--- src/rtl/digital_clock_pkg.sv ---
// digital_clock_pkg: shared mode type, segment table and display digit indices.
package digital_clock_pkg;

    typedef enum logic [1:0] {NORMAL, ADJ_HOUR, ADJ_MIN} mode_t;

    // Active-low {g,f,e,d,c,b,a}, indexed by BCD value.
    localparam logic [9:0][6:0] SEG_TABLE = {
        7'b0010000, 7'b0000000, 7'b1111000, 7'b0000010, 7'b0010010,
        7'b0011001, 7'b0110000, 7'b0100100, 7'b1111001, 7'b1000000
    };

    localparam logic [2:0] DIG_S1  = 3'd0;
    localparam logic [2:0] DIG_S10 = 3'd1;
    localparam logic [2:0] DIG_M1  = 3'd2;
    localparam logic [2:0] DIG_M10 = 3'd3;
    localparam logic [2:0] DIG_H1  = 3'd4;
    localparam logic [2:0] DIG_H10 = 3'd5;

    function automatic logic [6:0] seg_of(input logic [3:0] d);
        return (d > 4'd9) ? 7'b1111111 : SEG_TABLE[d];
    endfunction

endpackage

--- src/rtl/digital_clock_key_debounce.sv ---
// key_debounce: synchronizes an active-low key, debounces it and emits a one-cycle press pulse.
module key_debounce #(
    parameter int DEBOUNCE_CYC = 3
) (
    input  logic clk,
    input  logic rst,
    input  logic key_n,
    output logic press
);
    localparam int CW = $clog2(DEBOUNCE_CYC + 1);

    logic [1:0]    sync_q, sync_d;
    logic [CW-1:0] cnt_q, cnt_d;
    logic          level_q, level_d, armed_q, armed_d, press_q, press_d;

    // Synchronizer resets to "held" so a key pressed across reset is never armed until seen released.
    always_comb begin
        sync_d  = {sync_q[0], key_n};
        armed_d = armed_q | (sync_q[1] & level_q);
        cnt_d   = (sync_q[1] != level_q) ? cnt_q + CW'(1) : '0;
        level_d = level_q;
        if (sync_q[1] != level_q && cnt_q == CW'(DEBOUNCE_CYC - 1)) begin
            level_d = sync_q[1];
            cnt_d   = '0;
        end
        press_d = armed_q & level_q & ~level_d;
    end

    always_ff @(posedge clk) begin
        if (!rst) begin
            sync_q  <= 2'b00;
            cnt_q   <= '0;
            level_q <= 1'b1;
            armed_q <= 1'b0;
            press_q <= 1'b0;
        end else begin
            sync_q  <= sync_d;
            cnt_q   <= cnt_d;
            level_q <= level_d;
            armed_q <= armed_d;
            press_q <= press_d;
        end
    end

    assign press = press_q;

endmodule

--- src/rtl/digital_clock.sv ---
// digital_clock: HH:MM:SS clock with mode/increment keys for time setting and a
// scanned six-digit active-low 7-segment display.
module digital_clock
    import digital_clock_pkg::*;
#(
    parameter int CLK_PER_SEC  = 50,
    parameter int SCAN_DIV     = 2,
    parameter int DEBOUNCE_CYC = 3
) (
    input  logic       clk,
    input  logic       rst,
    input  logic       key_mode,
    input  logic       key_inc,
    output logic [6:0] seg_out,
    output logic [5:0] digit_sel
);
    localparam int PW = $clog2(CLK_PER_SEC + 1);
    localparam int SW = $clog2(SCAN_DIV + 1);

    mode_t         mode_q, mode_d;
    logic [PW-1:0] pre_q, pre_d;
    logic [SW-1:0] div_q, div_d;
    logic [2:0]    idx_q, idx_d;
    logic [3:0]    h10_q, h10_d, h1_q, h1_d, m10_q, m10_d, m1_q, m1_d, s10_q, s10_d, s1_q, s1_d;
    logic [6:0]    seg_q, seg_d;
    logic [5:0]    sel_q, sel_d;
    logic          mode_p, inc_p, tick, s_carry, m_carry, inc_min, inc_hr, h_wrap;
    logic [3:0]    cur;

    key_debounce #(.DEBOUNCE_CYC(DEBOUNCE_CYC)) u_mode (.clk(clk), .rst(rst), .key_n(key_mode), .press(mode_p));
    key_debounce #(.DEBOUNCE_CYC(DEBOUNCE_CYC)) u_inc  (.clk(clk), .rst(rst), .key_n(key_inc),  .press(inc_p));

    always_comb begin
        {h10_d, h1_d, m10_d, m1_d, s10_d, s1_d} = {h10_q, h1_q, m10_q, m1_q, s10_q, s1_q};
        tick    = (mode_q == NORMAL) && (pre_q == PW'(CLK_PER_SEC - 1));
        pre_d   = (mode_q != NORMAL || mode_p || tick) ? '0 : pre_q + PW'(1);
        s_carry = tick && s1_q == 4'd9 && s10_q == 4'd5;
        m_carry = s_carry && m1_q == 4'd9 && m10_q == 4'd5;
        // A mode press in the same cycle swallows the inc press.
        inc_min = s_carry || (mode_q == ADJ_MIN && inc_p && !mode_p);
        inc_hr  = m_carry || (mode_q == ADJ_HOUR && inc_p && !mode_p);
        h_wrap  = h10_q == 4'd2 && h1_q == 4'd3;
        if (tick) begin
            s1_d = (s1_q == 4'd9) ? 4'd0 : s1_q + 4'd1;
            if (s1_q == 4'd9)
                s10_d = (s10_q == 4'd5) ? 4'd0 : s10_q + 4'd1;
        end
        if (inc_min) begin
            m1_d = (m1_q == 4'd9) ? 4'd0 : m1_q + 4'd1;
            if (m1_q == 4'd9)
                m10_d = (m10_q == 4'd5) ? 4'd0 : m10_q + 4'd1;
        end
        if (inc_hr) begin
            h1_d  = (h_wrap || h1_q == 4'd9) ? 4'd0 : h1_q + 4'd1;
            h10_d = h_wrap ? 4'd0 : (h1_q == 4'd9) ? h10_q + 4'd1 : h10_q;
        end
        mode_d = !mode_p ? mode_q : (mode_q == NORMAL) ? ADJ_HOUR : (mode_q == ADJ_HOUR) ? ADJ_MIN : NORMAL;
        if (mode_p && mode_q == NORMAL) begin
            s1_d  = 4'd0;
            s10_d = 4'd0;
        end
        div_d = (div_q == SW'(SCAN_DIV - 1)) ? '0 : div_q + SW'(1);
        idx_d = (div_q != SW'(SCAN_DIV - 1)) ? idx_q : (idx_q == DIG_H10) ? DIG_S1 : idx_q + 3'd1;
        sel_d = ~(6'b000001 << idx_d);
        cur   = (idx_d == DIG_S1)  ? s1_d  :
                (idx_d == DIG_S10) ? s10_d :
                (idx_d == DIG_M1)  ? m1_d  :
                (idx_d == DIG_M10) ? m10_d :
                (idx_d == DIG_H1)  ? h1_d  : h10_d;
        seg_d = seg_of(cur);
    end

    always_ff @(posedge clk) begin
        if (!rst) begin
            mode_q <= NORMAL;
            pre_q  <= '0;
            div_q  <= '0;
            idx_q  <= DIG_S1;
            {h10_q, h1_q, m10_q, m1_q, s10_q, s1_q} <= '0;
            seg_q  <= 7'b1000000;
            sel_q  <= 6'b111110;
        end else begin
            mode_q <= mode_d;
            pre_q  <= pre_d;
            div_q  <= div_d;
            idx_q  <= idx_d;
            {h10_q, h1_q, m10_q, m1_q, s10_q, s1_q} <= {h10_d, h1_d, m10_d, m1_d, s10_d, s1_d};
            seg_q  <= seg_d;
            sel_q  <= sel_d;
        end
    end

    assign seg_out   = seg_q;
    assign digit_sel = sel_q;

endmodule

--- config.mk ---
export PLATFORM = sky130hd
export DESIGN_NAME = digital_clock
export DESIGN_NICKNAME = d
export VERILOG_FILES = /design/src/rtl/digital_clock_pkg.sv /design/src/rtl/digital_clock_key_debounce.sv /design/src/rtl/digital_clock.sv
export SDC_FILE = /design/constraint.sdc
export NUM_CORES = 1
export LEC_CHECK = 0
export ABC_AREA = 1
export CAP_MARGIN = 0
export CORE_AREA = 2 2 84 86
export DETAILED_ROUTE_END_ITERATION = 8
export DIE_AREA = 0 0 86 88
export GPL_ROUTABILITY_DRIVEN = 0
export GPL_TIMING_DRIVEN = 0
export HOLD_SLACK_MARGIN = 0.15
export PLACE_DENSITY_LB_ADDON = 0.1
export RECOVER_POWER = 100
export SLEW_MARGIN = 20
export SYNTH_ARGS = -nofsm -noshare
export SYNTH_HDL_FRONTEND = slang
export SYNTH_HIERARCHICAL = 1
export SYNTH_SLANG_ARGS = --single-unit
--- constraint.sdc ---
create_clock -name clk -period 3.48 [get_ports clk]
set_clock_uncertainty 0.1 [all_clocks]
set_input_delay 0.522 -clock clk [delete_from_list [all_inputs] [get_ports clk]]
set_output_delay 0.522 -clock clk [all_outputs]
set_load 0.02 [all_outputs]
### Word level (Yosys, flattened, before mapping)

Memories as Yosys holds them, arrays and structs flattened.
Cells that the tools add are included.

* flip-flop bits (word level): 64
* memory bits (read-only): 112
* input port bits: 4
* word-level logic and storage cells: 130
* memories: 1

Memory list
* (no name shown): words 16, bits a word 7, read ports 1, clocked after Yosys merged registers in 0, wr ports 0, line digital_clock_pkg.sv:20 `return (d > 4'd9) ? 7'b1111111 : SEG_TABLE[d];`

* $add $sub $neg: 11
* $lt $le $gt $ge: 2
* eq/ne operators: 21
* shift-type cells: 1
* multiplexer cells: 30
* bitwise logic cells: 14
* reduce and logical (&&, ||, !) cells: 27

Operators with widths (number)
* 2-to-1 mux 4 bit: 22
* adder 4 x 1 -> 4 bit, second input constant: 6
* logical AND 1 bit: 13
* == test 4 bit, second input constant: 3
* == test 4 x 2 -> 1 bit, second input constant: 2
* == test 4 x 3 -> 1 bit, second input constant: 2
* 2-to-1 mux 7 bit: 1
* adder 2 x 1 -> 2 bit, second input constant: 3
* adder 6 x 1 -> 6 bit, second input constant: 1
* bitwise AND 1 bit: 6
* == test 2 bit, second input constant: 3
* == test 3 x 2 -> 1 bit, second input constant: 2
* == test 3 bit, second input constant: 2
* == test 6 bit, second input constant: 1
* 2-to-1 mux 3 bit: 2
* 2-to-1 mux 6 bit: 1
* inverter 6 bit: 1
* OR reduction 2 bit: 3
* OR reduction 3 bit: 2
* << shifter 1 x 3 -> 6 bit, first input constant: 1
* logical OR 1 bit: 5
* < comparator 4 x 5 -> 1 bit, second input constant: 1
* inverter 1 bit: 5
* == test 2 x 1 -> 1 bit, second input constant: 2
* other kinds (12): 16

### Logic depth before layout (Yosys ltp)

Gate-level depths: netlist of run 1.

* word-level depth: 16
* depth in mapped cells: 23
* depth with buffers taken out: 23

### Modules after synthesis

Netlist of run 1, hierarchy kept.

By module, submodules not included
* digital_clock: times used 1, cells an instance 404, area each 2753.9 sq um, sequential area each 1001.0 sq um
* key_debounce: times used 2, cells an instance 26, area each 236.5 sq um, sequential area each 140.1 sq um

### Worst setup path before layout of run 1

Ideal clock, no wire load.

* kind: register -> register
* start: reg pre_q[0]
* end: reg seg_q[4] (netlist: seg_out[4])
* library setup time: 0.056 ns
* arrival time: 2.649 ns
* data required time: 3.324 ns
* setup slack: 0.675 ns
* cell stages (with the launch flop): 23
* buffers on the path: 0
* cells stage by stage: dfxtp_1 > ha_1 > nand3_1 > nor2_4 > nand3_4 > nand2_4 > nand2_1 > or2_2 > nand3_1 > nand2_1 > inv_1 > nand2_1 > nand2_1 > nand2_1 > nand2_1 > nand2_1 > ha_1 > or2_2 > nand2_4 > nand2_4 > nand3_2 > nand2_1 > inv_1

* longest elaborated chain between the ends: 16
* elaborated cells between the ends (all ways): 25
* classes of those cells: order compare: 1; eq/ne: 1; mux: 15; reduce/logical: 7; memory: 1

RTL lines
* from (decl): line digital_clock.sv:21 `logic [PW-1:0] pre_q, pre_d;`
* from (signal assigned): line digital_clock.sv:84 `pre_q <= pre_d;`
* == test 6 bit (*): line digital_clock.sv:35 `tick = (mode_q == NORMAL) && (pre_q == PW'(CLK_PER_SEC - 1));`
* logical AND 1 bit (*): line digital_clock.sv:35
* logical AND 1 bit (2 in series): line digital_clock.sv:37 `s_carry = tick && s1_q == 4'd9 && s10_q == 4'd5;`
* logical AND 1 bit (2 in series): line digital_clock.sv:38 `m_carry = s_carry && m1_q == 4'd9 && m10_q == 4'd5;`
* logical OR 1 bit: line digital_clock.sv:41 `inc_hr = m_carry || (mode_q == ADJ_HOUR && inc_p && !mode_p);`
* 2-to-1 mux 4 bit: line digital_clock.sv:53 `if (inc_hr) begin`
* 2-to-1 mux 4 bit: line digital_clock.sv:69 `(idx_d == DIG_H1) ? h1_d : h10_d;`
* 2-to-1 mux 4 bit: line digital_clock.sv:68 `(idx_d == DIG_M10) ? m10_d :`
* 2-to-1 mux 4 bit: line digital_clock.sv:67 `(idx_d == DIG_M1) ? m1_d :`
* 2-to-1 mux 4 bit: line digital_clock.sv:66 `(idx_d == DIG_S10) ? s10_d :`
* 2-to-1 mux 4 bit (*): line digital_clock.sv:65 `cur = (idx_d == DIG_S1) ? s1_d :`
* memory (16 x 7 bit)
* 2-to-1 mux 7 bit (not written as such): line digital_clock_pkg.sv:20
* 2-to-1 mux 6 bit (*): line digital_clock_pkg.sv:20
* to (signal assigned): line digital_clock.sv:88 `seg_q <= seg_d;`
* to (decl): line digital_clock.sv:25 `logic [6:0] seg_q, seg_d;`

Mark *: on every way between the ends. The rest lies on a longest branch, timed or not. The select of a mux whose other input is x is not followed.
A chain may end at the register's enable or synchronous reset.

### Worst setup path in the final report of run 1

* start: reg div_q[1]
* end: reg seg_q[4] (netlist: seg_out[4])

* longest elaborated chain between the ends: 11
* elaborated cells between the ends (all ways): 16
* classes of those cells: order compare: 1; eq/ne: 5; mux: 8; reduce/logical: 1; memory: 1

RTL lines
* from (decl): line digital_clock.sv:22 `logic [SW-1:0] div_q, div_d;`
* from (signal assigned): line digital_clock.sv:85 `div_q <= div_d;`
* != test 2 x 1 -> 1 bit (*): line digital_clock.sv:63 `idx_d = (div_q != SW'(SCAN_DIV - 1)) ? idx_q : (idx_q == DIG_H10) ? DIG_S1 : idx_q + 3'd1;`
* 2-to-1 mux 3 bit (*): line digital_clock.sv:63
* == test 3 bit: line digital_clock.sv:69
* 2-to-1 mux 4 bit: line digital_clock.sv:69
* 2-to-1 mux 4 bit: line digital_clock.sv:68
* 2-to-1 mux 4 bit: line digital_clock.sv:67
* 2-to-1 mux 4 bit: line digital_clock.sv:66
* 2-to-1 mux 4 bit (*): line digital_clock.sv:65
* memory (16 x 7 bit)
* 2-to-1 mux 7 bit (not written as such): line digital_clock_pkg.sv:20
* 2-to-1 mux 6 bit (*): line digital_clock_pkg.sv:20

Marks and branches as above.

==> metrics.txt, run 1 <==
status finished clean; clock tree from TritonCTS yes; top cells by area in the synthesized netlist sky130_fd_sc_hd__dfxtp_1 40%, sky130_fd_sc_hd__nand2_1 10%, sky130_fd_sc_hd__inv_1 8.3%; final worst path period share 89.71%; required time of the critical path 3660 ps; Horiz. Die Dim 86 um; post-detailed-routing wire length 6608 um; IO buf count 16; Setup violations, final 0; hpwl dp 4855 um; pin count of the biggest net entering global routing 16; number of flops mapped to enable cells by yosys 0; Wirelength per Cell 11.57 um; type of the worst min-delay path flip-flop to flip-flop; top cell type by total area after synthesis sky130_fd_sc_hd__dfxtp_1; total standard cell area after synthesis 3227 um2; number of vias per cell 4.918; number of instances in the synthesized netlist 456; worst-path cell with the longest stage delay sky130_fd_sc_hd__or2_2; Finished Cell Area 3691 um2; worst slew pin tran 653.4 ps; worst vdd ir 355.7 uV; floorplan core area 6644 um2; endpoint of the worst hold path u_mode/sync_q[1]$_SDFF_PN0_; Worst Hold Margin 318.8 ps; layout net count 506; DRT iter0 DRCs 123; most repeated cell in the gate-level netlist after synthesis sky130_fd_sc_hd__nand2_1; Async S/R FF share, synth 0%; DRC errors left 0; antenna diode instance count 0; via count of the routed design 2808; Cell Chain, Critical Path inv_1 -> ha_1 -> nand2_1 -> inv_1 -> o21ai_1 -> nand3_2 -> inv_1 -> o211ai_1 -> nand3_1 -> nand2_1 -> nand2_1 -> nand2_1 -> nand2_1 -> nand2_1 -> ha_1 -> or2_2 -> nand2_4 -> nand2_4 -> nand3_2 -> nand2_1 -> inv_1; Chip Height 88 um; post-layout worst setup margin 358.0 ps; normalized max-slew margin 56.44%; final hold violation count 0; WP buf/inv 4; RSZ-0062 raised after global routing false; number of synthesized register bits 64; worst r2r src div_q[1]$_SDFF_PP0_; setup slack, reg-to-reg 360 ps; total clock buffers created by CTS 9; kind of cell adding the most delay to the critical path simple AND/OR/NAND/NOR gates; GRT Resource Usage Total 19.40%; fill cell instance count of the final layout 679; Commonest cells post-synth 90 x sky130_fd_sc_hd__nand2_1, 71 x sky130_fd_sc_hd__inv_1, 64 x sky130_fd_sc_hd__dfxtp_1; reported leakage power 1.627 nW; vias in the first global route 2682; Hold Buf Count CTS 0; first-pass iteration count of the detailed router 4; CTS clk-pin slew, worst paths 80 ps; Final Max Slew Viols 0; most frequent cell on the critical path sky130_fd_sc_hd__nand2_1; kind of launch point of the worst setup path flip-flop; number of cells on the worst reg-to-reg path 21; sink count of the clock tree 64; clock network latency to the later pin of the worst-skew pair 340 ps; Layout area overhead 14.39%; Max Cap Viol 0; top achievable clock speed 0.3203 GHz; top-level port count 17; row cnt 30; kind of capture point of the worst setup path flip-flop; data arrival time at the worst-slack endpoint 3310 ps; area enclosed by the die boundary 7568 um2; crit path max fanout 6; placed inst area 3487 um2; H-tree depth 3; fraction of layout cells with a size suffix above 1 9.572%; share of synthesized area occupied by flip-flops and latches 39.71%; Synth cell types 32; syn nets 476; sequential standard cell area 1285 um2; final critical path time including I/O delays and setup 3122 ps; Setup Total Neg Slack 0 ps; count of warnings emitted by yosys 6; remaining global-route overflow 0; number of routed nets with antenna violations 0; initial antenna violation count 0; clk buf depth 2; area of combinational cells with multiple inputs 1647 um2; Post-Place Setup Slack 195.9 ps; hold path cells 2; maximum cell stage delay along the critical path 320 ps; share of Yosys cell area claimed by the top area cell type 39.71%; Starting Density 48.57%; Primary FF master, synth sky130_fd_sc_hd__dfxtp_1; clk root buf sky130_fd_sc_hd__clkbuf_8; first-pass GRT wire length 11630 um; total power divided by cell area 496.4 nW/um2; Mean Syn Cell Area 7.076 um2; Worst Path Class, Setup flip-flop to flip-flop; startpoint of the tightest hold check path u_mode/sync_q[0]$_SDFF_PN0_; Worst R2R End seg_out[4]$_SDFF_PN0_
## worst max path at each step
| stage | from | endpoint | cells after the start | slack, ps |
|---|---|---|---|---|
| floorplan | pre_q[0]$_SDFF_PP0_ | seg_out[4]$_SDFF_PN0_ | 22 | 680 |
| global placement | div_q[1]$_SDFF_PP0_ | seg_out[4]$_SDFF_PN0_ | 21 | 200 |
| detailed placement | div_q[1]$_SDFF_PP0_ | seg_out[4]$_SDFF_PN0_ | 21 | 200 |
| CTS | div_q[1]$_SDFF_PP0_ | seg_out[4]$_SDFF_PN0_ | 21 | 160 |
| global route | s1_q[2]$_SDFF_PN0_ | seg_out[4]$_SDFF_PN0_ | 22 | 5 |
| finish | div_q[1]$_SDFF_PP0_ | seg_out[4]$_SDFF_PN0_ | 21 | 360 |
## tightest hold or removal path: cells and delay by family (launching register included)
kind	cells	cell delay, ps
DFF	1	310
buffers and inverters	1	40
and+or+nand+nor	1	50
## flip-flops by register name, summed over array words and instances (netlist names), 3 cells and up
| signal | count |
|---|---|
| digit_sel | 6 |
| s1_q | 4 |
| h10_q | 4 |
| idx_q | 3 |
| s10_q | 4 |
| m10_q | 4 |
| pre_q | 6 |
| seg_out | 7 |
| h1_q | 4 |
| m1_q | 4 |
## stage by stage
step                power, W  util, %  cells
finish              0.001832    55.56    571
detailed placement  0.001306    52.49    552
global route        0.001953    55.56    571
floorplan           0.001169        -    456
CTS                 0.001862    55.08    568
global placement    0.001294    52.49    552
## power breakdown
group	internal (W)	total, W	leakage (nW)	switching, W
sequential	0.000800	0.000826	0.522	0.0000257
clock	0.000256	0.000556	0.0772	0.000300
combinational	0.000167	0.000450	1.03	0.000283
## cell families after synthesis
group	count (synthesis)	synth area share [%]
AO/OA/AOI/OAI	53	9.112
XOR/XNOR	7	1.900
adder cells (fa/ha/maj)	16	6.204
buffers and inverters	79	9.422
flip-flops	64	39.71
AND/OR/NAND/NOR	237	33.66
## layer usage
metal,global-route usage [%],vias up,share of wire (%)
li1,-,1511,-
met1,24.49,1258,50
met2,32.35,31,46
met3,5.372,8,3.2
met4,5.916,0,1.4
met5,0,-,0
## what timing repair did
item	CTS	global route
buffers inserted	0	3
resized for setup	0	7
endpoints found under the setup margin	0	7
## final cells by class
type,count,share of cell area (%)
multi-input combinational,313,44.61
sequential,64,34.81
inverter,74,7.525
timing repair buffer,19,4.949
clock buffer,9,3.356
tap,80,2.712
clock inverter,7,1.322
buffer,5,0.7119
## placed cells by master, fill, tap and decap left out, drive strengths merged, types with 7 or more instances in the layout
cell / instances
dlygate4sd3: 14
inv: 74
dfxtp: 64
o21ai: 22
nor2: 66
nand2: 100
nand3: 46
nor3: 7
nand4: 12
clkbuf: 13
a21oi: 23
ha: 16
Note: power is estimated with default switching activity, not from simulation.
==> inputs of run 2 (changes only) <==
--- a/config.mk
+++ b/config.mk
@@ -5,16 +5,17 @@
 export SDC_FILE = /design/constraint.sdc
 export NUM_CORES = 1
 export LEC_CHECK = 0
-export ABC_AREA = 1
 export CAP_MARGIN = 0
-export CORE_AREA = 2 2 84 86
+export CORE_AREA = 2 2 86 88
 export DETAILED_ROUTE_END_ITERATION = 8
-export DIE_AREA = 0 0 86 88
+export DIE_AREA = 0 0 88 90
 export GPL_ROUTABILITY_DRIVEN = 0
 export GPL_TIMING_DRIVEN = 0
 export HOLD_SLACK_MARGIN = 0.15
 export PLACE_DENSITY_LB_ADDON = 0.1
 export RECOVER_POWER = 100
+export SETUP_SLACK_MARGIN = 0.3
+export SKIP_LAST_GASP = 1
 export SLEW_MARGIN = 20
 export SYNTH_ARGS = -nofsm -noshare
 export SYNTH_HDL_FRONTEND = slang
==> metrics.txt, run 2 <==
Chip Height 90 um; count of warnings emitted by yosys 6; total power divided by cell area 473.8 nW/um2; syn nets 414; required time of the critical path 3650 ps; first-pass GRT wire length 13190 um; Async S/R FF share, synth 0%; hpwl dp 5583 um; Primary FF master, synth sky130_fd_sc_hd__dfxtp_1; via count of the routed design 2965; most repeated cell in the gate-level netlist after synthesis sky130_fd_sc_hd__nor2_1; kind of launch point of the worst setup path flip-flop; Starting Density 48.24%; total clock buffers created by CTS 9; Worst Path Class, Setup flip-flop to flip-flop; top-level port count 17; floorplan core area 7020 um2; Setup violations, final 5; reported leakage power 1.599 nW; clk root buf sky130_fd_sc_hd__clkbuf_8; WP buf/inv 3; kind of capture point of the worst setup path flip-flop; Commonest cells post-synth 65 x sky130_fd_sc_hd__nor2_1, 64 x sky130_fd_sc_hd__dfxtp_1, 23 x sky130_fd_sc_hd__nand2_1; Setup Total Neg Slack -150.8 ps; clk buf depth 2; highest-count cells in the layout ignoring fill and taps 64 x sky130_fd_sc_hd__nor2_1, 60 x sky130_fd_sc_hd__dfxtp_1, 22 x sky130_fd_sc_hd__nand2_1; post-detailed-routing wire length 8065 um; GRT Resource Usage Total 21.36%; final worst path period share 102.2%; sequential cell fraction of total power 40.3%; most frequent cell on the critical path sky130_fd_sc_hd__buf_6; initial antenna violation count 0; Layout area overhead 24.16%; total standard cell area after synthesis 3387 um2; Mean Syn Cell Area 8.596 um2; share of synthesized area occupied by flip-flops and latches 37.83%; number of flops mapped to enable cells by yosys 0; Internal Dissipation 0.001438 W; Power, Total 0.001993 W; worst slew pin tran 832.5 ps; DRC errors left 0; net switching component of the power 0.0005543 W; H-tree depth 3; normalized max-slew margin 44.24%; commonest non-fill, non-tap cell in the layout sky130_fd_sc_hd__nor2_1; clock tree from TritonCTS yes; antenna diode instance count 0; top cells by area in the synthesized netlist sky130_fd_sc_hd__dfxtp_1 38%, sky130_fd_sc_hd__nor2_1 7.2%, sky130_fd_sc_hd__ha_1 5.9%; remaining global-route overflow 0; number of instances in the synthesized netlist 394; RSZ-0062 raised after global routing true; kind of cell adding the most delay to the critical path simple AND/OR/NAND/NOR gates; data arrival time at the worst-slack endpoint 3720 ps; sink count of the clock tree 64; fraction of power spent switching nets 27.82%; number of routed nets with antenna violations 0; clock network latency to the later pin of the worst-skew pair 360 ps; share of Yosys cell area claimed by the top area cell type 37.83%; pin count of the biggest net entering global routing 14; final critical path time including I/O delays and setup 3557 ps; final hold violation count 0; CTS clk-pin slew, worst paths 80 ps; part of the power in the clock network 40.9%; Synth cell types 69; fraction of layout cells with a size suffix above 1 18.14%; vias in the first global route 2788; top achievable clock speed 0.2811 GHz; number of vias per cell 5.491; area enclosed by the die boundary 7920 um2; worst-path cell with the longest stage delay sky130_fd_sc_hd__or4b_4; type of the worst min-delay path flip-flop to flip-flop; Final Max Slew Viols 0; share of power burned in combinational logic 18.8%; violations in the final reports setup timing; IO buf count 16; Cell Chain, Critical Path inv_2 -> ha_1 -> or4b_4 -> buf_6 -> or4_4 -> buf_6 -> o21ai_4 -> mux2i_1 -> a21o_1 -> a2111o_1 -> and2_4 -> ha_4 -> nor2_4 -> nor4b_2 -> a311oi_1; Wirelength per Cell 14.94 um; status finished with violations; layout net count 456; DRT iter0 DRCs 137; Horiz. Die Dim 88 um; post-layout worst setup margin -77.08 ps; top cell type by total area after synthesis sky130_fd_sc_hd__dfxtp_1; row cnt 31; Worst Hold Margin 310.7 ps; Hold Buf Count CTS 0; Largest register FFs 7; number of synthesized register bits 64; maximum cell stage delay along the critical path 450 ps; Max Cap Viol 0; first-pass iteration count of the detailed router 4; crit path max fanout 4; worst vdd ir 304.2 uV
run 2: cell count changes after synthesis, moves of 9 or more:
cell	change
sky130_fd_sc_hd__and2_1	+9
sky130_fd_sc_hd__nand4_1	-11
sky130_fd_sc_hd__inv_1	-53
sky130_fd_sc_hd__nand2_1	-67
sky130_fd_sc_hd__nand3_1	-30
run 2: power by group through the flow:
stage               Combinational [W]  Clock, W  Sequential [W]
global placement             0.000334         0        0.000819
floorplan                    0.000227         0        0.000835
global route                 0.000416  0.000862        0.000807
detailed placement           0.000338         0        0.000821
finish                       0.000375  0.000815        0.000802
CTS                          0.000362  0.000829        0.000803
run 2: routing by layer:
| metal | track usage, % | part of all wire [%] |
|---|---|---|
| met4 | 8.846 | 2.2 |
| met2 | 34.97 | 50 |
| met3 | 5.877 | 4.8 |
| met5 | 0 | 0 |
| met1 | 26.00 | 43 |
run 2: final cells by class:
| type | count | area, um2 |
|---|---|---|
| buffer | 14 | 83.83 |
| clock buffer | 10 | 137.6 |
| clock inverter | 6 | 115.1 |
| fill | 629 | 2815 |
| inverter | 20 | 75.07 |
| multi-input combinational | 296 | 2111 |
| sequential | 64 | 1286 |
| tap | 99 | 123.9 |
| timing repair buffer | 31 | 272.8 |
run 2: kinds of logic (layout without fill, tap and decap cells):
kind of cell               Yosys count  in the layout  share of synthesized area, %
muxes                                8              8                         2.401
adders and majority gates           16             16                         5.911
and+or+nand+nor                    171            171                         26.63
xor gates and xnor gates            13             13                         3.362
buffers and inverters               34             81                         4.507
AOI/OAI and AO/OA                   88             88                         19.36
DFF                                 64             64                         37.83
run 2: repair_timing:
item	4_1_cts	5_1_grt
pin swaps	9	9
buffers inserted	14	1
endpoints found under the setup margin	7	7
gates resized for setup	10	14
run 2: worst reg2reg max path, delay by kind of cell (launching register included):
kind            cells  cell delay, ps
simple gates        5            1280
compound gates      4            1020
flops               1             330
buf+inv             3             330
fa+ha+maj           2             280
mux                 1             130
run 2: per-stage QoR:
stage                     instances  utilization [%]  worst slack [ps]  cell area [um2]
final                           540            59.90            -77.08             4205
after global routing            540            59.90            -208.9             4205
after CTS                       539            59.13            -106.6             4151
after detailed placement        509            53.56            -298.9             3760
after global placement          509            53.56            -344.3             3760
after floorplan                 394                -             86.50             3476
run 2: final timing paths:
| kind | startpoint | endpoint | slack, ps | cells after the start |
|---|---|---|---|---|
| worst max-delay path | pre_q[1]$_SDFF_PP0_ | seg_out[6]$_SDFF_PP1_ | -80 | 15 |
| worst min-delay path | u_inc/cnt_q[0]$_SDFF_PP0_ | u_inc/cnt_q[0]$_SDFF_PP0_ | 310 | 1 |
| worst min register to register | u_inc/cnt_q[0]$_SDFF_PP0_ | u_inc/cnt_q[0]$_SDFF_PP0_ | 310 | 1 |
| worst max register to register | pre_q[1]$_SDFF_PP0_ | seg_out[6]$_SDFF_PP1_ | -80 | 15 |
